### src/rtl/divider.sv
// ---------------------------------------------------------------------------
// divider -- 32-bit iterative integer divider (radix-2 restoring)
//
// Computes signed/unsigned quotient or remainder, one quotient bit per clock.
// A request in IDLE captures the operands and the sign-fixup flags, BUSY runs
// 32 shift/subtract iterations over a 64-bit remainder:quotient register, and
// DONE presents the result for exactly one cycle with ready high.
//
// Ports:
//   clk    in   1  sole clock, all state updates on the rising edge
//   rst    in   1  synchronous active-low reset
//   divsel in   3  000 none, 001 div, 010 divu, 011 rem, 100 remu, else none
//   a      in  32  dividend, sampled only when an operation starts
//   b      in  32  divisor,  sampled only when an operation starts
//   ready  out  1  result-valid strobe, high in DONE only
//   res    out 32  quotient (div/divu) or remainder (rem/remu), held until
//                  the next completed operation
//
// Behaviour notes:
//   - divsel falling back to "none" while BUSY aborts; res is left untouched.
//   - Divide-by-zero: quotient 0xFFFFFFFF for every op, remainder = raw a.
//   - Signed overflow (0x80000000 / -1): quotient 0x80000000, remainder 0.
//
// Configuration macro:
//   DIV_EARLY_OUT_EN  when defined, divide-by-zero and signed overflow skip
//                     BUSY and go IDLE -> DONE directly (ready in cycle 1).
//                     When undefined every operation takes the full 33-cycle
//                     latency and the special results are applied at DONE.
// ---------------------------------------------------------------------------
module divider (
  input  logic        clk,
  input  logic        rst,
  input  logic [2:0]  divsel,
  input  logic [31:0] a,
  input  logic [31:0] b,
  output logic        ready,
  output logic [31:0] res
);

  typedef enum logic [1:0] {
    IDLE = 2'd0,
    BUSY = 2'd1,
    DONE = 2'd2
  } state_e;

  typedef enum logic [2:0] {
    OP_NONE = 3'd0,
    OP_DIV  = 3'd1,
    OP_DIVU = 3'd2,
    OP_REM  = 3'd3,
    OP_REMU = 3'd4
  } op_e;

  localparam logic [31:0] INT_MIN  = 32'h8000_0000;
  localparam logic [31:0] ALL_ONES = 32'hFFFF_FFFF;

  // -------------------------------------------------------------------------
  // Result selection and sign fixup. Shared by the normal completion path
  // and the early-out path so both produce identical special-case results.
  // -------------------------------------------------------------------------
  function automatic logic [31:0] final_result(
    input op_e         op,
    input logic        neg_quot,
    input logic        neg_rem,
    input logic        b_zero,
    input logic        ovf,
    input logic [31:0] dividend,
    input logic [31:0] quot,
    input logic [31:0] rem
  );
    logic is_rem;
    is_rem = (op == OP_REM) || (op == OP_REMU);
    if (b_zero) begin
      return is_rem ? dividend : ALL_ONES;
    end
    if (ovf) begin
      return is_rem ? 32'h0 : INT_MIN;
    end
    if (is_rem) begin
      return neg_rem ? (~rem + 32'd1) : rem;
    end
    return neg_quot ? (~quot + 32'd1) : quot;
  endfunction

  // -------------------------------------------------------------------------
  // State
  // -------------------------------------------------------------------------
  state_e      state_q,    state_d;
  op_e         op_q,       op_d;
  logic        neg_quot_q, neg_quot_d;   // quotient negated at the end
  logic        neg_rem_q,  neg_rem_d;    // remainder negated at the end
  logic        b_zero_q,   b_zero_d;
  logic        ovf_q,      ovf_d;
  logic [31:0] a_q,        a_d;          // raw dividend for rem-by-zero
  logic [31:0] divisor_q,  divisor_d;    // divisor magnitude
  logic [63:0] rq_q,       rq_d;         // {remainder, quotient}
  logic [5:0]  cnt_q,      cnt_d;
  logic [31:0] res_q,      res_d;

  // -------------------------------------------------------------------------
  // Request decode (valid only while IDLE, but also used as the abort test
  // during BUSY)
  // -------------------------------------------------------------------------
  op_e         req_op;
  logic        req_valid;
  logic        req_signed;
  logic        req_b_zero;
  logic        req_ovf;
  logic [31:0] a_mag;
  logic [31:0] b_mag;

  always_comb begin
    case (divsel)
      3'd1:    req_op = OP_DIV;
      3'd2:    req_op = OP_DIVU;
      3'd3:    req_op = OP_REM;
      3'd4:    req_op = OP_REMU;
      default: req_op = OP_NONE;
    endcase
  end

  assign req_valid  = (req_op != OP_NONE);
  assign req_signed = (req_op == OP_DIV) || (req_op == OP_REM);
  assign req_b_zero = (b == 32'h0);
  assign req_ovf    = req_signed && (a == INT_MIN) && (b == ALL_ONES);

  // Two's-complement magnitude for signed ops. INT_MIN maps onto itself,
  // which read as unsigned is exactly 2^31, so no special case is needed.
  assign a_mag = (req_signed && a[31]) ? (~a + 32'd1) : a;
  assign b_mag = (req_signed && b[31]) ? (~b + 32'd1) : b;

  // -------------------------------------------------------------------------
  // One restoring iteration. After the left shift the partial remainder
  // occupies 33 bits (the old remainder MSB plus 32 bits), i.e. rq_q[63:31].
  // A clear borrow means the trial subtraction is kept and the quotient bit
  // is 1; if the shifted-out bit was set the subtraction always succeeds, so
  // the discarded path never loses information.
  // -------------------------------------------------------------------------
  logic [32:0] trial;
  logic        trial_ok;
  logic [63:0] rq_step;

  assign trial    = rq_q[63:31] - {1'b0, divisor_q};
  assign trial_ok = ~trial[32];
  assign rq_step  = trial_ok ? {trial[31:0], rq_q[30:0], 1'b1}
                             : {rq_q[62:0], 1'b0};

  // -------------------------------------------------------------------------
  // Next-state logic
  // -------------------------------------------------------------------------
  // NOTE: every signal written here gets a default first, so no path can
  // leave one unassigned and infer a latch.
  always_comb begin
    state_d    = state_q;
    op_d       = op_q;
    neg_quot_d = neg_quot_q;
    neg_rem_d  = neg_rem_q;
    b_zero_d   = b_zero_q;
    ovf_d      = ovf_q;
    a_d        = a_q;
    divisor_d  = divisor_q;
    rq_d       = rq_q;
    cnt_d      = cnt_q;
    res_d      = res_q;

    case (state_q)
      IDLE: begin
        if (req_valid) begin
          op_d       = req_op;
          neg_quot_d = req_signed && (a[31] ^ b[31]);
          neg_rem_d  = req_signed && a[31];
          b_zero_d   = req_b_zero;
          ovf_d      = req_ovf;
          a_d        = a;
          divisor_d  = b_mag;
          rq_d       = {32'h0, a_mag};
          cnt_d      = 6'd0;
          state_d    = BUSY;
`ifdef DIV_EARLY_OUT_EN
          if (req_b_zero || req_ovf) begin
            state_d = DONE;
            res_d   = final_result(req_op, 1'b0, 1'b0, req_b_zero, req_ovf,
                                   a, 32'h0, 32'h0);
          end
`endif
        end
      end

      BUSY: begin
        if (!req_valid) begin
          // Abort: drop the operation, keep the previous result visible.
          state_d = IDLE;
        end else begin
          rq_d  = rq_step;
          cnt_d = cnt_q + 6'd1;
          if (cnt_q == 6'd31) begin
            state_d = DONE;
            res_d   = final_result(op_q, neg_quot_q, neg_rem_q, b_zero_q,
                                   ovf_q, a_q, rq_step[31:0], rq_step[63:32]);
          end
        end
      end

      DONE: begin
        state_d = IDLE;
      end

      default: begin
        state_d = IDLE;
      end
    endcase
  end

  // -------------------------------------------------------------------------
  // State registers. Reset is synchronous and wins over every state,
  // including DONE, so a reset edge never lets a ready pulse through.
  // -------------------------------------------------------------------------
  // NOTE: non-blocking assignments so every register samples the values
  // from before the edge, independent of statement order.
  always_ff @(posedge clk) begin
    if (!rst) begin
      state_q    <= IDLE;
      op_q       <= OP_NONE;
      neg_quot_q <= 1'b0;
      neg_rem_q  <= 1'b0;
      b_zero_q   <= 1'b0;
      ovf_q      <= 1'b0;
      a_q        <= 32'h0;
      divisor_q  <= 32'h0;
      rq_q       <= 64'h0;
      cnt_q      <= 6'd0;
      res_q      <= 32'h0;
    end else begin
      state_q    <= state_d;
      op_q       <= op_d;
      neg_quot_q <= neg_quot_d;
      neg_rem_q  <= neg_rem_d;
      b_zero_q   <= b_zero_d;
      ovf_q      <= ovf_d;
      a_q        <= a_d;
      divisor_q  <= divisor_d;
      rq_q       <= rq_d;
      cnt_q      <= cnt_d;
      res_q      <= res_d;
    end
  end

  // -------------------------------------------------------------------------
  // Outputs
  // -------------------------------------------------------------------------
  assign ready = (state_q == DONE);
  assign res   = res_q;

endmodule

### config.mk
export PLATFORM = sky130hd
export DESIGN_NAME = divider
export DESIGN_NICKNAME = d
export VERILOG_FILES = /design/src/rtl/divider.sv
export SDC_FILE = /design/constraint.sdc
export NUM_CORES = 1
export LEC_CHECK = 0
export BUFFER_PORTS_ARGS = -buffer_cell sky130_fd_sc_hd__clkbuf_2
export CAP_MARGIN = 20
export CORE_MARGIN = 3
export CORE_UTILIZATION = 35
export CTS_BUF_LIST = sky130_fd_sc_hd__clkbuf_16
export CTS_CLUSTER_DIAMETER = 50
export DETAILED_ROUTE_END_ITERATION = 10
export GPL_TIMING_DRIVEN = 0
export HOLD_SLACK_MARGIN = 0.03
export PLACE_DENSITY = 0.5
export RECOVER_POWER = 100
export SLEW_MARGIN = 20
export SYNTH_ARGS = -nofsm -noshare
export SYNTH_HDL_FRONTEND = slang
export SYNTH_SLANG_ARGS = --single-unit
### constraint.sdc
create_clock -name clk -period 4.3 [get_ports clk]
set_input_delay 0.215 -clock clk [delete_from_list [all_inputs] [get_ports clk]]
set_output_delay 0.215 -clock clk [all_outputs]
set_load 0.01 [all_outputs]
==> results.ini, run 1 <==
[status]
status=finished, violations left
violations=negative setup slack

[power_and_ir_drop]
fin_total_pwr_mw=4.812
irDropWorstVdd_uv=320.6
power.density_nw_per_um2=314.8
leakage_nw=5.678

[clock_tree]
cts_max_level=4
cts_sinks=175
numCtsBuffers=17
cts_buffer_depth=2
root_buffer=clkbuf_16
tritoncts=built
clk_pin_slew_ps=80
clk_latency_ps=450

[synth]
ys_warn_count=0
ys_seq_elements=175
synth-main-ff-cell=dfxtp_1
async_flop_share_pct=0
synthCells=1757
avgSynthCellArea_sq_um=7.257
ys_types=82
synth_edf_count=0
synth_area_sq_um=12750
syn_nets=1865
seq_area_frac_synth_pct=27.48

[drt]
drc=0
drt-initial-drc-count=1464
viasPerCell=5.919
post_drt_wl_per_cell_um=23.40
ant_nets=0
first_pass_iters=5
wl_um=55610
vias=14069

[sta]
final_hold_viol_count=0
min_period_ps=4397
max_freq_ghz=0.2274
fin_crit_sh_pct=102.3
finalSetupViolations=2
fin_skew_ps=14.47
finalMaxSlewViolations=0
setup_ws_ps=-97.16
whs_ps=48.72
maxSlewHeadroom_pct=25.15
worst_slew_pin_slew_ps=1119
rsz0062_at_grt=yes

[cells_and_area]
syn_to_final_growth_pct=19.89
nets=2011
fin_area_sq_um=15290
num_antenna_cells=0
drive_above_1_share_pct=14.72
post-route-util_pct=42.77

[run]
drv_cap=0

[floorplanning]
dieArea_sq_um=38750
fp.dieH_um=196.9
die_x_um=196.9
ios=102
rows=69
start_util_pct=35.67
core_sq_um=35740

[critical_path]
crit_arrival_ps=4790
r2r_cells=14
critPathMaxFanout=10
r2r_end=res[5]$_SDFFE_PN0P_
setup.worst_path.class=flop to flop
end_kind=flop
regToRegSetupSlack_ps=-100
critPathCapture=res[5]$_SDFFE_PN0P_
reg2reg_from=rq_q[33]$_SDFFE_PN0P_
timing.critical_path.from=rq_q[33]$_SDFFE_PN0P_
worst_ep_required_time_ps=4700
startpoint_type=flop

[global_routing]
grt_usage_pct=27.86
grt_pass1_vias=12903
grt_antenna_before_repair=0
grt_max_degree=17
grt_pass1_wl_um=82090
grt_overflow=0

[min_path]
min_from=a[26]
worstHoldPathType=input pin to flop

[placed_design]
port_buffers=100
place_ws_ps=-1052
hpwl_um=43720
gp_congestion=0.9473
dpl_cell_area_sq_um=13880

synth_stat cells (8+ instances only):
cell type,count,area (sq um)
mux2i_1,30,300.3
a31oi_1,20,125.1
buf_2,9,45.04
o41ai_1,9,78.83
o21ai_0,95,475.5
xnor2_1,82,718.2
nor4_1,24,150.1
nand3_1,30,150.1
ha_1,38,475.5
o211ai_1,11,82.58
nor3_1,47,235.2
nand2_1,182,683.2
nand4_1,24,150.1
and3_1,14,87.58
a22oi_1,16,120.1
a221oi_1,24,210.2
xor2_1,44,385.4
a211oi_1,39,292.8
inv_1,76,285.3
o31ai_1,21,157.7
nor2_1,234,878.3
clkbuf_1,94,352.8
a21oi_1,189,945.9
and2_1,9,56.30
o21ai_1,8,40.04
mux2_2,9,101.4
dfxtp_1,175,3503
a21o_1,18,135.1
o22ai_1,15,93.84
nand2b_1,10,62.56
or3_1,22,137.6
logic make-up (layout without fill, tap and decap cells):
logic type	count (synthesis)	count (layout)	share of synthesized area, %
compound gates	552	552	28.05
xor+xnor	127	127	8.783
fa+ha+maj	39	39	3.886
buf+inv	191	350	5.976
flops	175	175	27.48
mux	40	40	3.268
simple gates	633	633	22.56
repair_timing:
item / CTS / global route
setup buffers: 28 / 9
pin swaps: 28 / 25
gates resized for setup: 119 / 31
endpoints found under the setup margin: 33 / 19
hold buffers: 4 / 0
hold endpoints to repair: 4 / 0
cell type report:
class,instances,area (sq um)
Fill cell,3780,20460
Clock buffer,17,425.4
Inverter,79,306.5
Clock inverter,15,191.4
Sequential cell,175,3546
Multi-Input combinational cell,1391,9005
Tap cell,461,576.8
Buffer,99,454.2
Timing Repair Buffer,140,780.7
power breakdown:
group          switching [mW]  internal (mW)
Clock                   0.722          0.971
Combinational           0.866          0.459
Sequential             0.0846           1.71
Total                    1.67           3.14
flip-flops by register name (all words and copies together) (netlist names), 2 cells and up:
name	cells
res	32
op_q	3
divisor_q	32
state_q	2
cnt_q	6
rq_q	64
a_q	32
critical path: stages (launching register included):
cell and delay (ps):
dfxtp_2 450, ha_4 240, nor2b_2 160, o31a_1 320, a21o_4 240, a21o_4 220, a31oi_4 260, xnor2_4 190
buf_4 220, buf_6 210, buf_6 220, mux2i_1 370, a21oi_1 140, o311ai_0 820, a32o_1 260
through the flow:
step | cells | setup TNS [ps]
floorplan | 1757 | 0
global placement | 2318 | -12240
detailed placement | 2318 | -13160
CTS | 2370 | -186.3
global route | 2377 | -473.8
finish | 2377 | -128.2
layout by cell type (no fill, tap or decap), types with 24 or more instances in the layout:
cell	count
mux2i_1	28
o21ai_0	91
nand4_1	24
buf_4	33
a21oi_1	177
clkbuf_2	64
xnor2_1	81
xor2_1	44
dfxtp_1	149
nor3_1	45
nor2_1	231
nand2_1	179
clkbuf_1	122
nor4_1	24
a211oi_1	39
nand3_1	29
inv_1	65
metal layers:
| layer | routed length, um | up-vias | track usage (%) |
|---|---|---|---|
| met4 | 780 | 0 | 5.095 |
| met5 | 0 | - | 0 |
| met2 | 24050 | 544 | 42.71 |
| met1 | 26590 | 6812 | 41.45 |
| li1 | - | 6656 | - |
| met3 | 4189 | 57 | 4.718 |
worst min-delay path by stage:
stage,cells past startpoint,endpoint
6_report,3,a_q[26]$_SDFFE_PN0P_
5_1_grt,3,a_q[26]$_SDFFE_PN0P_
4_1_cts,3,a_q[26]$_SDFFE_PN0P_
3_5_place_dp,2,a_q[19]$_SDFFE_PN0P_
3_3_place_gp,2,divisor_q[31]$_SDFFE_PN0P_
2_1_floorplan,2,a_q[0]$_SDFFE_PN0P_
(Power assumes the default switching activity.)
==> run 2: changes to the inputs <==
--- a/config.mk
+++ b/config.mk
@@ -5,6 +5,7 @@
 export SDC_FILE = /design/constraint.sdc
 export NUM_CORES = 1
 export LEC_CHECK = 0
+export ABC_AREA = 1
 export BUFFER_PORTS_ARGS = -buffer_cell sky130_fd_sc_hd__clkbuf_2
 export CAP_MARGIN = 20
 export CORE_MARGIN = 3
@@ -16,7 +17,6 @@
 export HOLD_SLACK_MARGIN = 0.03
 export PLACE_DENSITY = 0.5
 export RECOVER_POWER = 100
-export SLEW_MARGIN = 20
 export SYNTH_ARGS = -nofsm -noshare
 export SYNTH_HDL_FRONTEND = slang
 export SYNTH_SLANG_ARGS = --single-unit
==> run 2 against run 1 <==
  * The flow now finishes without violations
  * Fmax is 8.0% higher
  * Count of clock-buffer cells in the layout stayed put
  * Sequential cell count stayed put
  * Final cell count is 28% higher
  * Combinational power is 5% higher
  * Core utilization is 1.8 points lower
  * Clock skew is 1.7 ps higher
  * Area after synthesis is 9.0% higher
  * Hold slack better by 18 ps
  * Register-to-register slack better by 320 ps
==> results.ini, run 2 <==
[status]
status=finished, final reports clean  ; was finished, violations left

[synth]
syn_nets=2486  ; was 1,865
seq_area_frac_synth_pct=25.21  ; was 27.48%
synth_area_sq_um=13900  ; was 12,750 sq um
netlist.top_cell.by_area=dfxtp_1  ; unchanged
yosysMostFrequentCell=nand2_1  ; was nor2_1
ys_seq_elements=175  ; unchanged
synth_edf_count=0  ; unchanged
synth_top_area_share_pct=25.21  ; was 27.48%
avgSynthCellArea_sq_um=5.845  ; was 7.257 sq um
synth_area_leaders=dfxtp_1 (25%), nand2_1 (19%), inv_1 (9.2%), a21oi_1 (7.2%), o21ai_0 (6.0%)  ; was dfxtp_1 (27%), a21oi_1 (7.4%), nor2_1 (6.9%), xnor2_1 (5.6%), nand2_1 (5.4%)
synth-main-ff-cell=dfxtp_1  ; unchanged
ys_types=51  ; was 82
synthTopCellsByCount=nand2_1 (714), inv_1 (339), nor2_1 (200)  ; was nor2_1 (234), a21oi_1 (189), nand2_1 (182)
synthCells=2378  ; was 1,757
async_flop_share_pct=0  ; unchanged
ys_warn_count=0  ; unchanged

[drt]
vias=16109  ; was 14,069
wl_um=59430  ; was 55,610 um
viasPerCell=5.297  ; was 5.919
post_drt_wl_per_cell_um=19.54  ; was 23.40 um
drt-initial-drc-count=1679  ; was 1,464
first_pass_iters=5  ; unchanged
ant_nets=0  ; unchanged
drc=0  ; unchanged

[cells_and_area]
nets=2618  ; was 2,011
largest_reg_flops=64  ; unchanged
num_antenna_cells=0  ; unchanged
final_common_cell=nand2_1  ; was nor2_1
most-common-layout-cells=nand2_1 (711), inv_1 (331), nor2_1 (196)  ; was nor2_1 (231), nand2_1 (179), a21oi_1 (177)
syn_to_final_growth_pct=14.70  ; was 19.89%
largest-register=rq_q  ; unchanged
area.sequential_sq_um=3505  ; was 3546 sq um
n_fill_cell=4437  ; was 3,780
multi_input_area_sq_um=8901  ; was 9005 sq um
post-route-util_pct=40.96  ; was 42.77%
drive_above_1_share_pct=8.958  ; was 14.72%

[clock_tree]
cts_buffer_depth=2  ; unchanged
clk_pin_slew_ps=80  ; about the same
root_buffer=clkbuf_16  ; unchanged
cts_sinks=175  ; unchanged
clk_latency_ps=460  ; was 450 ps
numCtsBuffers=17  ; unchanged
cts_max_level=4  ; unchanged
tritoncts=built  ; unchanged

[power_and_ir_drop]
leakage_nw=7.561  ; was 5.678 nW
power.density_nw_per_um2=302.7  ; was 314.8 nW/um^2
irDropWorstVdd_uv=287.0  ; was 320.6 uV
fin_total_pwr_mw=4.825  ; was 4.812 mW

[global_routing]
grt_antenna_before_repair=2  ; was 0
grt_max_degree=21  ; was 17
grtUsageMet3_pct=4.303  ; was 4.718%
grtUsageMet1_pct=39.83  ; was 41.45%
top_usage_layer=met2  ; unchanged
grt_pass1_vias=14660  ; was 12,903
use_met2_pct=42.59  ; was 42.71%
grt_pass1_wl_um=88330  ; was 82,090 um
grt_usage_pct=27.81  ; was 27.86%
grt_overflow=0  ; unchanged

[sta]
setup_ws_ps=226.9  ; was -97.16 ps
max_freq_ghz=0.2455  ; was 0.2274 GHz
fin_skew_ps=16.15  ; was 14.47 ps
finalSetupViolations=0  ; was 2
finalMaxSlewViolations=0  ; unchanged
fin_crit_sh_pct=94.72  ; was 102.3%
worst_slew_pin_slew_ps=874.2  ; was 1119 ps
final_hold_viol_count=0  ; unchanged
whs_ps=66.61  ; was 48.72 ps
min_period_ps=4073  ; was 4397 ps
maxSlewHeadroom_pct=41.72  ; was 25.15%

[critical_path]
crit_arrival_ps=4370  ; was 4790 ps
startpoint_type=flop  ; unchanged
worst_ep_required_time_ps=4590  ; was 4700 ps
critPathCapture=res[31]$_SDFFE_PN0P_  ; was res[5]$_SDFFE_PN0P_
worst_path_largest_cell_delay_ps=400  ; was 820 ps
crit_path_frequent_cell=nand2_1
crit_chain=inv_1, ha_1, a21o_1, nor2_1, nand2_1, a21oi_4, nand3_2, nand2_1, buf_8, clkbuf_1, o21ai_0, nor2_1, nand2_1, nor2_1, nand2_1, nand2_1, nand3_1, nand3_1, nand2_1, nand2_1, a21oi_1  ; was ha_4, nor2b_2, o31a_1, a21o_4, a21o_4, a31oi_4, xnor2_4, buf_4, buf_6, buf_6, mux2i_1, a21oi_1, o311ai_0, a32o_1
critPathMaxFanout=10  ; unchanged
regToRegSetupSlack_ps=230  ; was -100 ps
end_kind=flop  ; unchanged
setup.worst_path.class=flop to flop  ; unchanged
timing.critical_path.from=divisor_q[31]$_SDFFE_PN0P_  ; was rq_q[33]$_SDFFE_PN0P_
reg2reg_from=divisor_q[31]$_SDFFE_PN0P_  ; was rq_q[33]$_SDFFE_PN0P_
slowest_stage=clkbuf_1  ; was o311ai_0
r2r_end=res[31]$_SDFFE_PN0P_  ; was res[5]$_SDFFE_PN0P_
r2r_cells=21  ; was 14

[floorplanning]
die_x_um=205.3  ; was 196.9 um
ios=102  ; unchanged
dieArea_sq_um=42140  ; was 38,750 sq um
core_sq_um=38920  ; was 35,740 sq um
start_util_pct=35.71  ; was 35.67%
rows=72  ; was 69
fp.dieH_um=205.3  ; was 196.9 um

[placed_design]
gp_congestion=0.9277  ; was 0.9473
hpwl_um=47980  ; was 43,720 um
place_ws_ps=-877.4  ; was -1052 ps
port_buffers=100  ; unchanged

[min_path]
worstHoldPathType=input pin to flop  ; unchanged

[run]
drv_cap=0  ; unchanged

run 2: cell count changes in the layout (fill, tap and decap cells not counted), sizes merged, moves of 18 or more:
cell	previous run	this run
mux2i	30	0
inv	81	351
nand3	30	128
xnor2	83	10
o31ai	23	5
nand2	182	742
a221oi	24	2
a211oi	40	3
nor2	234	215
or3	22	0
buf	47	26
o21ai	104	174
run 2: area by class of cell:
type,count,share of cell area [%]
Multi-Input combinational cell,1762,55.84
Clock inverter,15,1.138
Inverter,346,8.147
Clock buffer,17,2.669
Timing Repair Buffer,114,3.516
Sequential cell,175,21.98
Tap cell,518,4.066
Buffer,94,2.645
run 2: kinds of logic after synthesis:
family                     Yosys count  synth area share, %
xor gates and xnor gates            49                3.088
buffers and inverters              441                12.43
AOI/OAI and AO/OA                  481                19.32
adders and majority gates           39                3.565
DFF                                175                25.21
and+or+nand+nor                   1193                36.39
run 2: report_power, final:
| part | switching, mW | leakage (nW) | total (mW) | internal, mW |
|---|---|---|---|---|
| sequential | 0.0786 | 1.43 | 1.79 | 1.71 |
| clock | 0.853 | 0.296 | 1.65 | 0.792 |
| combinational | 0.976 | 5.83 | 1.39 | 0.418 |
| total | 1.91 | 7.56 | 4.82 | 2.92 |
run 2: how the worst min path moves through the flow:
stage                   startpoint                          to  slack [ps]  depth (start not counted)
3_3_place_gp   a_q[6]$_SDFFE_PN0P_         a_q[6]$_SDFFE_PN0P_         450                          2
2_1_floorplan                a[10]        a_q[10]$_SDFFE_PN0P_         360                          2
6_report                     b[31]  divisor_q[31]$_SDFFE_PN0P_          70                          3
4_1_cts                      b[31]  divisor_q[31]$_SDFFE_PN0P_          50                          3
3_5_place_dp   a_q[6]$_SDFFE_PN0P_         a_q[6]$_SDFFE_PN0P_         450                          2
5_1_grt                      b[31]  divisor_q[31]$_SDFFE_PN0P_          60                          3
run 2: metal layers:
layer / wire length [um] / part of all wire (%)
met1: 27840 / 47
met2: 25580 / 43
met5: 21 / 0.035
met4: 1636 / 2.8
met3: 4361 / 7.3
run 2: timing repair:
action | in CTS | in global routing
setup endpoints to repair | 9 | 8
pin swaps | 2 | 17
buffers inserted | 2 | 12
resized for setup | 18 | 52
hold buffers | 0 | 0
run 2: stage by stage:
step                setup TNS (ps)  cell area (sq um)  instances
floorplan                        0              13900       2378
global placement             -4161              15050       2996
detailed placement           -4367              15050       2996
CTS                              0              15720       3029
global route                -23.02              15940       3041
finish                           0              15940       3041
run 2: worst max-delay path: cells and delay by family (launching register included):
kind | cells | cell delay (ps)
compound gates | 4 | 810
fa+ha+maj | 1 | 330
buf+inv | 3 | 840
flops | 1 | 300
simple gates | 13 | 1610
